[config.mk]
export PLATFORM = sky130hd
export DESIGN_NAME = sd_spi_xfer_sched
export DESIGN_NICKNAME = d
export VERILOG_FILES = /design/src/rtl/sd_spi_pkg.sv /design/src/rtl/sd_spi_rr_arb2.sv /design/src/rtl/sd_spi_xfer_sched.sv
export SDC_FILE = /design/constraint.sdc
export NUM_CORES = 1
export LEC_CHECK = 0
export CORE_MARGIN = 3
export CORE_UTILIZATION = 35
export CTS_CLUSTER_SIZE = 40
export DETAILED_ROUTE_END_ITERATION = 10
export GPL_TIMING_DRIVEN = 1
export RECOVER_POWER = 25
export SLEW_MARGIN = 25
export SYNTH_ARGS = -nofsm -noshare
export SYNTH_HDL_FRONTEND = slang
export SYNTH_SLANG_ARGS = --single-unit
[constraint.sdc]
create_clock -name clk_50m -period 5.6 [get_ports clk_50m]
set_input_delay 1.12 -clock clk_50m [delete_from_list [all_inputs] [get_ports clk_50m]]
set_output_delay 1.12 -clock clk_50m [all_outputs]
set_load 0.1 [all_outputs]
[src/rtl/sd_spi_pkg.sv]
// Shared constants for the SD SPI transfer scheduler: FSM encoding,
// default timing limits and the sector address used by the data generator.
package sd_spi_pkg;

  localparam logic [2:0] ST_IDLE      = 3'd0;
  localparam logic [2:0] ST_ISSUE     = 3'd1;
  localparam logic [2:0] ST_WAIT_BUSY = 3'd2;
  localparam logic [2:0] ST_XFER      = 3'd3;
  localparam logic [2:0] ST_DONE      = 3'd4;
  localparam logic [2:0] ST_ERR       = 3'd5;

  localparam int START_WAIT_DEF     = 16;
  localparam int TIMEOUT_CYCLES_DEF = 5_000_000;
  localparam int CNT_W_DEF          = 23;

  localparam logic [31:0] TEST_SEC_ADDR = 32'd2000;

  // States in which a job is in flight with the controller.
  function automatic logic is_job_state(input logic [2:0] st);
    return (st == ST_ISSUE) || (st == ST_WAIT_BUSY) || (st == ST_XFER);
  endfunction

endpackage

[src/rtl/sd_spi_rr_arb2.sv]
// Two-input round-robin grant. The last winner is remembered only when the
// scheduler finishes a job, so a tie always favours the other requester.
module sd_spi_rr_arb2 (
  input  logic clk,
  input  logic rst_n,
  input  logic valid0,
  input  logic valid1,
  input  logic update,
  input  logic update_id,
  output logic grant_valid,
  output logic grant_id
);

  logic last_grant;

  always_ff @(posedge clk or negedge rst_n) begin
    if (!rst_n) begin
      last_grant <= 1'b1;
    end else if (update) begin
      last_grant <= update_id;
    end
  end

  always_comb begin
    grant_valid = valid0 | valid1;
    grant_id    = (valid0 & valid1) ? ~last_grant : valid1;
  end

endmodule

[src/rtl/sd_spi_xfer_sched.sv]
// Sector-transfer scheduler: arbitrates two job requesters onto the SD SPI
// read/write controller and follows its busy handshake to done or error.
module sd_spi_xfer_sched
  import sd_spi_pkg::*;
#(
  parameter int START_WAIT     = START_WAIT_DEF,
  parameter int TIMEOUT_CYCLES = TIMEOUT_CYCLES_DEF,
  parameter int CNT_W          = CNT_W_DEF
) (
  input  logic        clk_50m,
  input  logic        reset_n,
  input  logic        sd_init_done,
  input  logic        req0_valid,
  input  logic        req0_wr,
  input  logic [31:0] req0_sec_addr,
  output logic        req0_ready,
  output logic        req0_done,
  output logic        req0_err,
  input  logic        req1_valid,
  input  logic        req1_wr,
  input  logic [31:0] req1_sec_addr,
  output logic        req1_ready,
  output logic        req1_done,
  output logic        req1_err,
  input  logic        wr_busy,
  input  logic        rd_busy,
  output logic        wr_start_en,
  output logic [31:0] wr_sec_addr,
  output logic        rd_start_en,
  output logic [31:0] rd_sec_addr,
  output logic        error_flag
);

  localparam logic [CNT_W-1:0] START_LAST = CNT_W'(START_WAIT - 1);
  localparam logic [CNT_W-1:0] XFER_LAST  = CNT_W'(TIMEOUT_CYCLES - 1);
  localparam logic [CNT_W-1:0] CNT_ONE    = CNT_W'(1);

  logic [2:0]       state_reg;
  logic [2:0]       state_next;
  logic [CNT_W-1:0] cnt_reg;
  logic [CNT_W-1:0] cnt_next;
  logic             cap_id_reg;
  logic             cap_wr_reg;
  logic             wr_busy_q;
  logic             rd_busy_q;
  logic             busy_q;
  logic [31:0]      wr_addr_reg;
  logic [31:0]      rd_addr_reg;
  logic             err_flag_reg;

  logic             grant_valid;
  logic             grant_id;
  logic             handshake;
  logic             sel_wr;
  logic [31:0]      sel_addr;
  logic             job_end;

  assign job_end = (state_reg == ST_DONE) || (state_reg == ST_ERR);

  sd_spi_rr_arb2 u_arb (
    .clk         (clk_50m),
    .rst_n       (reset_n),
    .valid0      (req0_valid),
    .valid1      (req1_valid),
    .update      (job_end),
    .update_id   (cap_id_reg),
    .grant_valid (grant_valid),
    .grant_id    (grant_id)
  );

  always_comb begin
    handshake  = (state_reg == ST_IDLE) & sd_init_done & grant_valid;
    req0_ready = handshake & ~grant_id;
    req1_ready = handshake &  grant_id;
    sel_wr     = grant_id ? req1_wr : req0_wr;
    sel_addr   = grant_id ? req1_sec_addr : req0_sec_addr;
    busy_q     = cap_wr_reg ? wr_busy_q : rd_busy_q;
  end

  always_comb begin
    state_next = state_reg;
    cnt_next   = cnt_reg;
    case (state_reg)
      ST_IDLE: begin
        if (handshake) state_next = ST_ISSUE;
      end
      ST_ISSUE: begin
        cnt_next   = '0;
        state_next = ST_WAIT_BUSY;
      end
      ST_WAIT_BUSY: begin
        if (busy_q) begin
          state_next = ST_XFER;
          cnt_next   = '0;
        end else if (cnt_reg == START_LAST) begin
          state_next = ST_ERR;
        end else begin
          cnt_next = cnt_reg + CNT_ONE;
        end
      end
      ST_XFER: begin
        if (!busy_q) begin
          state_next = ST_DONE;
        end else if (cnt_reg == XFER_LAST) begin
          state_next = ST_ERR;
        end else begin
          cnt_next = cnt_reg + CNT_ONE;
        end
      end
      ST_DONE: state_next = ST_IDLE;
      ST_ERR:  state_next = ST_IDLE;
      default: state_next = ST_IDLE;
    endcase
    // Losing the card mid-job overrides every busy/counter outcome.
    if (is_job_state(state_reg) && !sd_init_done) begin
      state_next = ST_ERR;
    end
  end

  always_ff @(posedge clk_50m or negedge reset_n) begin
    if (!reset_n) begin
      state_reg <= ST_IDLE;
      cnt_reg   <= '0;
      wr_busy_q <= 1'b0;
      rd_busy_q <= 1'b0;
    end else begin
      state_reg <= state_next;
      cnt_reg   <= cnt_next;
      wr_busy_q <= wr_busy;
      rd_busy_q <= rd_busy;
    end
  end

  always_ff @(posedge clk_50m or negedge reset_n) begin
    if (!reset_n) begin
      cap_id_reg  <= 1'b0;
      cap_wr_reg  <= 1'b0;
      wr_addr_reg <= '0;
      rd_addr_reg <= '0;
    end else if (handshake) begin
      cap_id_reg <= grant_id;
      cap_wr_reg <= sel_wr;
      if (sel_wr) begin
        wr_addr_reg <= sel_addr;
      end else begin
        rd_addr_reg <= sel_addr;
      end
    end
  end

  always_ff @(posedge clk_50m or negedge reset_n) begin
    if (!reset_n) begin
      err_flag_reg <= 1'b0;
    end else if (state_reg == ST_ERR) begin
      err_flag_reg <= 1'b1;
    end
  end

  // Pulses decode straight from the state register, so reset clears them at once.
  always_comb begin
    wr_start_en = (state_reg == ST_ISSUE) &  cap_wr_reg;
    rd_start_en = (state_reg == ST_ISSUE) & ~cap_wr_reg;
    req0_done   = (state_reg == ST_DONE)  & ~cap_id_reg;
    req1_done   = (state_reg == ST_DONE)  &  cap_id_reg;
    req0_err    = (state_reg == ST_ERR)   & ~cap_id_reg;
    req1_err    = (state_reg == ST_ERR)   &  cap_id_reg;
    wr_sec_addr = wr_addr_reg;
    rd_sec_addr = rd_addr_reg;
    error_flag  = err_flag_reg;
  end

endmodule

==> run_results.csv <==
group,metric,value,unit
status,status,"finished, violations left",
status,violations,"capacitance limit, slew limit",
timing,finalCritPeriodShare,66.8,%
worst_setup_path,worst_ep_required_time,4.48,ns
timing,unrepaired_setup_endpoints_after_global_routing,"false",
cells_and_area,post_route_non_filler_standard_cell_count,757,
worst_setup_path,critical_path_class,"primary input to output port",
synthesis,synth.net_count,524,
timing,hold_viol,0,
cells_and_area,layout_commonest_cell,"sky130_fd_sc_hd__clkdlybuf4s50_1",
die,die-height,118,µm
die,initial_core_util,36.2,%
routing,wl_met1,5070,µm
place,hpwl,8720,µm
cells_and_area,layout-drive-gt1-share,5.60,%
timing,setup-tns-final,0,ns
clock_tree,insertion_delay,0.35,ns
synthesis,edff_count_synth,0,
routing,wl_met2,5420,µm
die,num_io_pins,146,
timing,transition_time_at_the_pin_with_the_least_slew_margin,2.36,ns
synthesis,yosys_warnings,0,
global_routing,global_route_wire_length_before_repair,19700,µm
cells_and_area,finish.net_count,659,
die,die_area,14000,µm²
worst_setup_path,cell_repeated_most_along_the_worst_path,"sky130_fd_sc_hd__buf_4",
worst_setup_path,critical_path.startpoint_type,"primary input",
flow_run,drv_cap,1,
cells_and_area,mostFrequentLayoutCells,"sky130_fd_sc_hd__clkdlybuf4s50_1, sky130_fd_sc_hd__dfrtp_1, sky130_fd_sc_hd__nor2_1, sky130_fd_sc_hd__nand2_1, sky130_fd_sc_hd__a21oi_1",
routing,detailroute.via_count,3763,
global_routing,grt_remaining_overflow,0,
clock_tree,worst_setup_hold_path_clk_slew,0.06,ns
synthesis,synthesis.area,4400,µm²
clock_tree,postCtsHoldBufs,0,
routing,routed_wire_length_per_instance,15.8,µm
clock_tree,post-cts-setup-buffers,0,
routing,top_layer_used,"met4",
synthesis,synth-async-reset-ratio,100,%
clock_tree,cts.repair.resized,0,
global_routing,pin_count_of_the_biggest_net_entering_global_routing,66,
routing,drc_errors,0,
cells_and_area,total_inserted_antenna_cells,0,
routing,route.antenna.remaining_nets,0,
die,std_cell_rows,40,
worst_setup_path,timing.critical_path.to_type,"output port",
timing,timing.final.setup_violations,0,
worst_setup_path,slowest_stage,"sky130_fd_sc_hd__clkdlybuf4s50_1",
clock_tree,cts_tree,"yes",
routing,detailedRoute.firstIterationViolations,190,
routing,drt_pre_antenna_iters,4,
global_routing,grtUsageTotal,17.6,%
worst_setup_path,critical_path.cell_chain,"clkdlybuf4s50_1 > a21boi_4 > buf_4 > nor2_1 > buf_4",
synthesis,netlist.area_leader.share,54.0,%
clock_tree,numCtsBuffers,9,
synthesis,synth_flop_cell,"sky130_fd_sc_hd__dfrtp_1",
global_routing,first_global_vias,3795,
clock_tree,root_buffer,"sky130_fd_sc_hd__clkbuf_16",
synthesis,synth.avg_cell_area,9.78,µm²
worst_setup_path,worst-r2r-setup-slack,2.92,ns
timing,finalClockSkew,0.00763,ns
worst_setup_path,crit_fanout,33,
synthesis,netlist.top_cell.by_area,"sky130_fd_sc_hd__dfrtp_1",
synthesis,postSynthRegisterBits,96,
global_routing,antenna_violations_before_repair,0,
cells_and_area,fillcell_total,1115,
routing,wl,12000,µm
worst_setup_path,critical_path_arrival,2.62,ns
cells_and_area,flow.area_growth_from_synthesis,43.2,%
die,floorplan.core_area,12200,µm²
clock_tree,cts_htree_levels,3,
timing,report.final.slew_viol_count,46,
routing,post_drt_via_cell_ratio,4.97,
worst_setup_path,critical-path-max-stage-delay,0.48,ns
routing,met3_wl,1350,µm
clock_tree,cts-root-to-sink-buffers,2,
worst_setup_path,cp_num_buf_inv,3,
synthesis,synth_cell_types,43,
place,gp_congestion,0.796,
worst_setup_path,critical-path-top-delay-family,"buffers and inverters",
die,die_w,118,µm
synthesis,synth_area_leaders,"sky130_fd_sc_hd__dfrtp_1, sky130_fd_sc_hd__mux2i_1, sky130_fd_sc_hd__a21oi_1",
timing,maximum_clock_rate,267,MHz
timing,fin_crit,3.74,ns
synthesis,synth.yosys.seq_area_share,54.6,%
synthesis,netlist_instances,450,
clock_tree,total_clock_sinks,96,
timing,slew_headroom,-57.4,%
place,placed_cells,741,
worst_hold_path,hold_path.class,"flop to flop",
place,numPortBuffers,145,
-- kinds of logic (layout without fill, tap and decap cells) --
logic type | count (synthesis) | count (layout) | share of synthesized area, %
adders and majority gates | 1 | 1 | 0.284
muxes | 35 | 35 | 7.99
DFF | 96 | 96 | 54.6
AOI/OAI and AO/OA | 127 | 127 | 16.6
buffers and inverters | 32 | 171 | 3.15
and+or+nand+nor | 159 | 159 | 17.4
-- per-stage QoR --
stage / util (%) / hold slack [ns] / cell area, µm² / setup slack, ns
3_5_place_dp: 49.3 / 0.470 / 6000 / 1.85
2_1_floorplan: - / 0.470 / 4400 / 0.738
3_3_place_gp: 49.3 / 0.462 / 5990 / 1.86
5_1_grt: 51.8 / 0.515 / 6300 / 1.11
6_report: 51.8 / 0.478 / 6300 / 1.86
4_1_cts: 51.7 / 0.485 / 6290 / 1.85
-- area by class of cell --
cell class | count | area (µm²) | share of cell area, %
clock inverter | 6 | 68.8 | 1.09
inverter | 6 | 22.5 | 0.357
multi-input combinational | 322 | 1890 | 30.0
timing repair buffer | 150 | 1480 | 23.5
tap | 168 | 210 | 3.33
clock buffer | 9 | 225 | 3.57
sequential | 96 | 2400 | 38.1
-- metal layers --
| layer | up-vias | GRT usage, % |
|---|---|---|
| met5 | - | 0 |
| met4 | 0 | 4.84 |
| met3 | 10 | 9.14 |
| met2 | 115 | 27.1 |
| met1 | 1767 | 21.6 |
| li1 | 1871 | - |
-- path summary, 6_finish.rpt --
kind,from,to,cells past startpoint
worst min-delay path,rd_sec_addr[26]$_DFFE_PN0P_,rd_sec_addr[26]$_DFFE_PN0P_,2
min in group asynchronous,reset_n,cnt_reg[21]$_DFFE_PN0P_,1
worst max register to register,state_reg[0]$_DFFE_PN0P_,wr_sec_addr[11]$_DFFE_PN0P_,7
worst max-delay path,req1_valid,req0_ready,5
worst min register to register,rd_sec_addr[26]$_DFFE_PN0P_,rd_sec_addr[26]$_DFFE_PN0P_,2
max in group asynchronous,reset_n,rd_sec_addr[27]$_DFFE_PN0P_,2
-- worst register-to-register path, stage by stage (launching register included) --
cell                      delay, ns
sky130_fd_sc_hd__dfrtp_1       0.52
sky130_fd_sc_hd__nor2_1        0.32
sky130_fd_sc_hd__and3_1        0.22
sky130_fd_sc_hd__o21ai_1       0.19
sky130_fd_sc_hd__nor2_4        0.71
sky130_fd_sc_hd__buf_4         0.42
sky130_fd_sc_hd__nor2_1        0.08
sky130_fd_sc_hd__a21oi_1       0.14
-- cell usage after synthesis (all sizes together), types with 4 or more instances --
| cell | number |
|---|---|
| nor3 | 5 |
| mux2i | 34 |
| nor2 | 50 |
| and3 | 6 |
| nand2b | 4 |
| nor4 | 4 |
| and4 | 6 |
| buf | 8 |
| clkbuf | 18 |
| o21ai | 58 |
| inv | 6 |
| dfrtp | 95 |
| and2 | 5 |
| nand2 | 48 |
| or3 | 4 |
| nand4 | 7 |
| nand3 | 16 |
| o31ai | 12 |
| a21oi | 41 |
Power is not shown: default switching activity piles up to over one toggle a cycle in this logic, so the estimate is an artifact.
